[src/rtl/fmac2fib_rxctrl_gen.sv]
// rtl/fmac2fib_rxctrl_gen.sv - FMAC RX FIFOs to bridge rf/rcf FIFOs receive controller
module fmac2fib_rxctrl_gen #(
    parameter int DATA_WIDTH    = 256,
    parameter int BCNT_WIDTH    = 64,
    parameter int BCNT_MSB      = 63,
    parameter int BCNT_LSB      = 48,
    parameter int DATA_PTR      = 10,
    parameter int MAX_PKT_BYTES = 2048,
    parameter int WR_THRESH     = 960,
    parameter int STAT_W        = 32
) (
    input  logic                  clk_fib,
    input  logic                  reset_,
    input  logic                  wrempty_rf,
    input  logic                  wrempty_rcf,
    input  logic [DATA_PTR:0]     wrusedw_rf,
    input  logic                  fib_rx_mac_data_empty,
    input  logic [DATA_WIDTH-1:0] fib_rx_mac_pkt_data,
    input  logic                  fib_rx_mac_ipcs_empty,
    input  logic [BCNT_WIDTH-1:0] fib_rx_mac_ipcs_data,
    output logic                  fib_rx_mac_rd,
    output logic                  fib_rx_mac_ipcs_rd,
    output logic                  wren_rf,
    output logic [DATA_WIDTH-1:0] datain_rf,
    output logic                  wren_rcf,
    output logic [BCNT_WIDTH-1:0] datain_rcf,
    output logic [STAT_W-1:0]     pkt_cnt,
    output logic [STAT_W-1:0]     drop_cnt,
    output logic                  busy,
    output logic                  test
);
    localparam int BYTES = DATA_WIDTH / 8;
    localparam int BW    = BCNT_MSB - BCNT_LSB + 1;

    typedef enum logic [2:0] {IDLE, BWAIT, BCNT, XFER, DRAIN_LAST} state_t;

    state_t                state;
    logic [BCNT_WIDTH-1:0] ipcs_q;
    logic [BW:0]           rd_left;
    logic                  rd_q;
    logic                  drop_q;
    logic [BW-1:0]         bcnt;
    logic [BW:0]           bcnt_round;
    logic [BW:0]           beats;
    logic                  drop_now;
    logic                  launch;
    logic                  unused_inputs;

    // Bridge FIFO empties are not part of the control decision.
    assign unused_inputs = &{1'b0, wrempty_rf, wrempty_rcf};

    assign bcnt       = fib_rx_mac_ipcs_data[BCNT_MSB:BCNT_LSB];
    assign bcnt_round = {1'b0, bcnt} + (BW+1)'(BYTES - 1);
    assign beats      = bcnt_round / (BW+1)'(BYTES);
    assign drop_now   = (bcnt == '0) || ({1'b0, bcnt} > (BW+1)'(MAX_PKT_BYTES));
    assign launch     = (wrusedw_rf < (DATA_PTR+1)'(WR_THRESH)) &&
                        !fib_rx_mac_ipcs_empty && !fib_rx_mac_data_empty;

    // Pop uses this cycle's empty so a FIFO that runs dry mid-packet is never overread.
    assign fib_rx_mac_rd = (state == XFER) && (rd_left != '0) && !fib_rx_mac_data_empty;

    always_ff @(posedge clk_fib) begin
        if (!reset_) begin
            state              <= IDLE;
            ipcs_q             <= '0;
            rd_left            <= '0;
            rd_q               <= 1'b0;
            drop_q             <= 1'b0;
            fib_rx_mac_ipcs_rd <= 1'b0;
            wren_rf            <= 1'b0;
            datain_rf          <= '0;
            wren_rcf           <= 1'b0;
            datain_rcf         <= '0;
            pkt_cnt            <= '0;
            drop_cnt           <= '0;
            busy               <= 1'b0;
            test               <= 1'b0;
        end else begin
            rd_q               <= fib_rx_mac_rd;
            wren_rf            <= rd_q && !drop_q;
            wren_rcf           <= 1'b0;
            test               <= 1'b0;
            fib_rx_mac_ipcs_rd <= 1'b0;
            if (rd_q) begin
                datain_rf <= fib_rx_mac_pkt_data;
            end
            if (fib_rx_mac_rd) begin
                rd_left <= rd_left - (BW+1)'(1);
            end
            case (state)
                IDLE: begin
                    if (launch) begin
                        fib_rx_mac_ipcs_rd <= 1'b1;
                        state              <= BWAIT;
                        busy               <= 1'b1;
                    end
                end
                BWAIT: begin
                    state <= BCNT;
                end
                BCNT: begin
                    ipcs_q <= fib_rx_mac_ipcs_data;
                    drop_q <= drop_now;
                    if (bcnt == '0) begin
                        test     <= 1'b1;
                        drop_cnt <= drop_cnt + STAT_W'(1);
                        state    <= IDLE;
                        busy     <= 1'b0;
                    end else begin
                        rd_left <= beats;
                        state   <= XFER;
                    end
                end
                XFER: begin
                    if (fib_rx_mac_rd && (rd_left == (BW+1)'(1))) begin
                        state <= DRAIN_LAST;
                    end
                end
                DRAIN_LAST: begin
                    // Final beat lands this cycle; the count word goes out alongside it.
                    if (drop_q) begin
                        drop_cnt <= drop_cnt + STAT_W'(1);
                        test     <= 1'b1;
                    end else begin
                        wren_rcf   <= 1'b1;
                        datain_rcf <= ipcs_q;
                        pkt_cnt    <= pkt_cnt + STAT_W'(1);
                    end
                    state <= IDLE;
                    busy  <= 1'b0;
                end
                default: begin
                    state <= IDLE;
                    busy  <= 1'b0;
                end
            endcase
        end
    end
endmodule

[config.mk]
export PLATFORM = sky130hd
export DESIGN_NAME = fmac2fib_rxctrl_gen
export DESIGN_NICKNAME = d
export VERILOG_FILES = /design/src/rtl/fmac2fib_rxctrl_gen.sv
export SDC_FILE = /design/constraint.sdc
export NUM_CORES = 1
export LEC_CHECK = 0
export ABC_AREA = 0
export BUFFER_PORTS_ARGS = -buffer_cell sky130_fd_sc_hd__buf_2
export CAP_MARGIN = 15
export CELL_PAD_IN_SITES_DETAIL_PLACEMENT = 0
export CELL_PAD_IN_SITES_GLOBAL_PLACEMENT = 2
export CORE_ASPECT_RATIO = 0.6
export CORE_MARGIN = 5
export CORE_UTILIZATION = 27
export DETAILED_ROUTE_END_ITERATION = 7
export PLACE_DENSITY_LB_ADDON = 0.25
export SETUP_SLACK_MARGIN = 0.1
export SLEW_MARGIN = 30
export SYNTH_ARGS = -nofsm -noshare
export SYNTH_HDL_FRONTEND = slang
export SYNTH_SLANG_ARGS = --single-unit
[constraint.sdc]
create_clock -name clk_fib -period 2.6 [get_ports clk_fib]
set_clock_uncertainty 0.1 [all_clocks]
set_input_delay 0 -clock clk_fib [delete_from_list [all_inputs] [get_ports clk_fib]]
set_output_delay 0 -clock clk_fib [all_outputs]
set_load 0.05 [all_outputs]
=== Yosys cells after proc, flatten, opt, wreduce, memory -nomap -nowiden ===
Cells that the tools add are included.

* Flip-flop bits (word level): 475
* Input port bits: 337
* Output and inout port bits: 390
* Word-level logic and storage cells: 70

* Add/sub/neg operators: 4
* Magnitude comparators: 2
* Eq/ne operators: 9
* Multiplexer cells: 18
* Bitwise operators: 2
* Reductions and logical operators: 21

{| class="wikitable"
|+ Operators with widths
! kind !! count
|-
| 32-bit by 1-bit adder with 32-bit output, second input constant || 2
|-
| 32-bit two-way mux || 2
|-
| 32-bit one-hot mux with 2 select lines || 1
|-
| 17-bit two-way mux || 3
|-
| 16-bit by 5-bit adder with 17-bit output, second input constant || 1
|-
| 17-bit by 1-bit == test with 1-bit output, second input constant || 1
|-
| 17-bit nonzero test || 1
|-
| 17-bit by 1-bit subtractor with 17-bit output, second input constant || 1
|-
| 16-bit by 12-bit > comparator with 1-bit output, second input constant || 1
|-
| 16-bit zero test || 1
|-
| 3-bit one-hot mux with 4 select lines || 1
|-
| 11-bit by 10-bit less-than comparator with 1-bit output, second input constant || 1
|-
| 2-bit AND reduction || 4
|-
| 3-bit by 2-bit == test with 1-bit output, second input constant || 2
|-
| 1-bit logical AND || 6
|-
| 1-bit two-way mux || 6
|-
| 3-bit two-way mux || 2
|-
| 2-bit inequality test, second input constant || 3
|-
| 3-bit AND reduction || 2
|-
| 3-bit by 1-bit == test with 1-bit output, second input constant || 1
|-
| 3-bit == test, second input constant || 1
|-
| 1-bit zero test || 3
|-
| 3-bit zero test || 1
|-
| 1-bit one-hot mux with 3 select lines || 1
|-
| 7 further kinds || 8
|}

=== Logic depth before layout (Yosys ltp) ===
* Depth in word-level cells: 6
* Depth in mapped cells: 9
* Gate-level depth less buffers: 8

=== Least setup slack after synthesis ===
OpenSTA, ideal clock, no wires.

* Path type: flip-flop to flip-flop
* Start point: register rd_left[0]
* End point: register rd_left[1]
* Setup time: 0.133 ns
* Data arrival time: 2.362 ns
* Required time: 2.367 ns
* Slack: 0.005 ns
* Cell stages (with the launch flop): 10
* Buffers on the path: 1
* Path through: dfxtp_1 > inv_1 > ha_1 > or4b_2 > or4_1 > clkbuf_1 > nand2_1 > inv_1 > o21ai_0 > a21oi_1

* Longest elaborated chain between the ends: 6
* Elaborated cells between the ends (all ways): 7

{| class="wikitable"
|+ Ends and longest elaborated chain
! item !! RTL line !! source
|-
| start: declaration || 39 || <nowiki>logic [BW:0] rd_left;</nowiki>
|-
| start signal: assignment || 88 || <nowiki>rd_left <= rd_left - (BW+1)'(1);</nowiki>
|-
| start signal: assignment || 110 || <nowiki>rd_left <= beats;</nowiki>
|-
| 17-bit nonzero test (*) || 60 || <nowiki>assign fib_rx_mac_rd = (state == XFER) && (rd_left != '0) && !fib_rx_mac_data_empty;</nowiki>
|-
| 1-bit logical AND (*) (2 in a row) || 60 ||
|-
| named net fib_rx_mac_rd || 21 || <nowiki>output logic fib_rx_mac_rd,</nowiki>
|-
| 17-bit two-way mux (*) || 87 || <nowiki>if (fib_rx_mac_rd) begin</nowiki>
|-
| 17-bit two-way mux || 104 || <nowiki>if (bcnt == '0) begin</nowiki>
|-
| 17-bit two-way mux (*) || 90 || <nowiki>case (state)</nowiki>
|}

Mark *: on every way through the listed nets, which the timed path passes. The rest lies on a longest branch.
A chain may end at the register's enable or synchronous reset.

=== Final worst setup path ===
* Start point: register rd_left[9]
* End point: output port fib_rx_mac_rd

* Longest elaborated chain between the ends: 3

{| class="wikitable"
|+ Ends and longest elaborated chain
! item !! RTL line
|-
| 17-bit nonzero test || 60
|-
| 1-bit logical AND (2 in a row) || 60
|-
| end: declaration || 21
|}

Every way passes these cells.

==> results by group <==
STA
  • Slew @ Worst Pin: 834 ps
  • Max Freq: 0.395 GHz
  • Final period util: 97.4%
  • Setup_tns: 0 ps
  • Final Setup Violations: 0
  • Hold Violations, Final: 0
  • Min cycle time layout: 2530 ps
  • RSZ-0062 raised after global routing: yes
  • Worst hold slack: 71.5 ps
  • Slew Limit Fails: 0
  • Rel. slew slack: between 40% and 50%

Clocking
  • # clock sinks: ~480
  • Worst-Skew Late Latency: 600 ps
  • Clock Tree Buf Depth: 3
  • Inserted Clock Buffers: 50
  • H-tree lvl count: 2
  • Root buffer cell: clkbuf_16
  • TritonCTS clock tree: built
  • CTS clock-pin slew for the worst setup and hold paths: roughly 60 ps

Logic synthesis
  • Synth area leader: dfxtp_1
  • Mux cell area share after synthesis: 14.5%
  • Post-Synth Adder-Cell Area: 0.281%
  • #FFs+latches synth: approximately 480
  • Unique masters post-synth: 51
  • Top post-synthesis cells by count: dfxtp_1, nor2_1, nand2_1
  • Mapped Area: 0.0178 mm^2
  • Area contributors post-synth: dfxtp_1, mux2i_1, nor2_1
  • Mapped Nets: 2,279
  • YS warnings: 0
  • Syn Inst Count: 1,938
  • Top-area cell type share of the netlist area: a little over half
  • Number of synthesized flops with an enable pin: 0
  • Asr flop ratio synth: 0%
  • Most frequent cell after synthesis: dfxtp_1
  • Synth Flop Type: dfxtp_1
  • Synth Area in Simple Gates: between 10% and 20%
  • Register area share after synthesis: 53.4%
  • Mapped Avg Cell Area: 9.18 um^2
  • XOR/XNOR share of the synthesized area: 2.22%
  • Area fraction in compound gates after synthesis: 7.83%
  • Largest family of logic cells by synthesized area: simple AND/OR/NAND/NOR gates

Flow run
  • Max Cap Viol: 0

Worst setup path
  • CP Cell Sequence: or4_4 -> or4_4 -> nand2_4 -> clkinvlp_4 -> buf_12
  • Critical Path Start Type: register
  • Register-to-Register Path Depth: 8
  • CP required: 2500 ps
  • CP max stage delay: roughly 580 ps
  • Critical path arrival: ~2400 ps
  • Top cell by count, worst path: or4_4
  • Critical path's slowest cell: or4_4
  • Crit Path Category: register to output pin
  • Crit-path max FO: 4
  • Setup crit end kind: output pin

Placement
  • Port Buf Inserts: 718
  • GP Congestion: between 0.8 and 0.9
  • HPWL Detailed: 56,100 um

Layout
  • P&R area growth vs syn: 56.8%
  • Nets: 3,333
  • Share of cells above drive strength 1: between 20 and 30%

Global route
  • Number of global-route vias before repair: 17,600
  • First-pass GRT wire length: 112,000 um
  • Initial antenna violation count: 16
  • GR Util All Layers: 20.1%
  • Largest net degree at the start of global routing: 92
  • Total gr overflow: 0

Detailed routing
  • DR vias/cell: 4.58
  • DRT Pass-1 Iters: 5
  • Initial DRC Count: 1,001
  • DR WL/cell: 19.5 um
  • Drt total wl: roughly 76,000 um
  • Vias: 17,800
  • DRC viols: 0
  • Post-DRT Antenna Nets: 0

Power
  • Max IR drop VDD: ~0.00042 V
  • PD cells: 575 mW/mm^2
  • Lkg Pwr: 0.0117 uW

Floorplanning
  • I/O Pins: a little over 700
  • Initial Util: 27.4%
  • Die height: about 210 um
  • Core area: between 0.06 and 0.07 mm^2
  • Std cell rows: 72
  • Die span in x: 341 um
  • Die ar.: 0.0713 mm^2

Status
  • Outcome: finished clean

Min path
  • Hold path depth: 4
  • Type of the worst min-delay path: primary input to register
final cells by class:
cell class              instances  area (um^2)
diodes                          8         20.0
clock buffers                  78         1500
clock inverters                12          160
fillers                      6545        37000
inverters                      16         73.8
multi-input cells            1317         7820
flip-flops and latches        475         9530
well taps                     851         1060
repair buffers               1132         7750
final timing paths:
check                          startpoint              to  slack, ps
setup / recovery               rd_left[9]   fib_rx_mac_rd         70
setup reg to reg               rd_left[9]      rd_left[0]        220
hold reg to reg                ipcs_q[60]  datain_rcf[60]        350
hold / removal    fib_rx_mac_pkt_data[33]   datain_rf[33]         70
critical path, delay by kind of cell (launching register included):
family	cells	cell delay, ps
buffers and inverters	2	270
flip-flops	1	340
AND/OR/NAND/NOR	3	1230
kinds of logic after synthesis:
logic type,count (synthesis)
simple gates,756
compound gates,254
buf+inv,147
flops,475
mux,257
xor+xnor,45
fa+ha+maj,4
repair_timing:
item / CTS / global route
endpoints found under the setup margin: 1 / 16
buffers inserted: 6 / 3
hold buffers: 362 / 0
gates cloned: 0 / 1
endpoints found under the hold margin: 370 / 0
resized for setup: 7 / 14
pin swaps: 3 / 5
layout by cell type, fill, tap and decap left out, drive strengths merged, types with 9 or more instances in the layout:
| cell | count |
|---|---|
| nand2 | 285 |
| clkbuf | 78 |
| and3 | 9 |
| o21ai | 33 |
| mux2i | 257 |
| or3 | 24 |
| or4 | 24 |
| buf | 770 |
| nor2 | 301 |
| nand3 | 35 |
| xnor2 | 23 |
| o31ai | 15 |
| nor3 | 16 |
| inv | 18 |
| nor4 | 10 |
| dfxtp | 475 |
| xor2 | 22 |
| nand4 | 22 |
| dlygate4sd3 | 362 |
| a21oi | 182 |
per-stage QoR:
stage	setup WS (ps)	utilization (%)	instances	power [uW]	instance area (um^2)
6_report	67.0	43.0	3889	16000	27900
5_1_grt	-11.4	43.0	3884	16700	27900
4_1_cts	-57.2	42.9	3877	16300	27800
3_5_place_dp	153	34.6	3419	8350	22500
3_3_place_gp	136	34.6	3419	8340	22500
2_1_floorplan	99.3	-	1938	7910	17800
metal layers:
metal	GRT usage, %	share of wire, %	up-vias
li1	-	-	8707
met1	25.5	43	8451
met2	33.2	47	498
met3	5.61	6.8	136
met4	6.62	3.3	12
met5	0	0.087	-
flip-flops by register name, indices dropped and copies added, names as in the netlist, 3 cells and up:
register / cells
datain_rf: 256
ipcs_q: 64
datain_rcf: 64
pkt_cnt: 32
state: 3
rd_left: 17
drop_cnt: 32
power breakdown:
part | total, uW | switching [uW] | internal, uW | leakage, uW
Sequential | 7380 | 41.6 | 7340 | 0.00383
Clock | 7390 | 3130 | 4260 | 0.000813
Combinational | 1280 | 586 | 694 | 0.00703
Total | 16000 | 3760 | 12300 | 0.0117
Power figures use the tool's default switching activity.
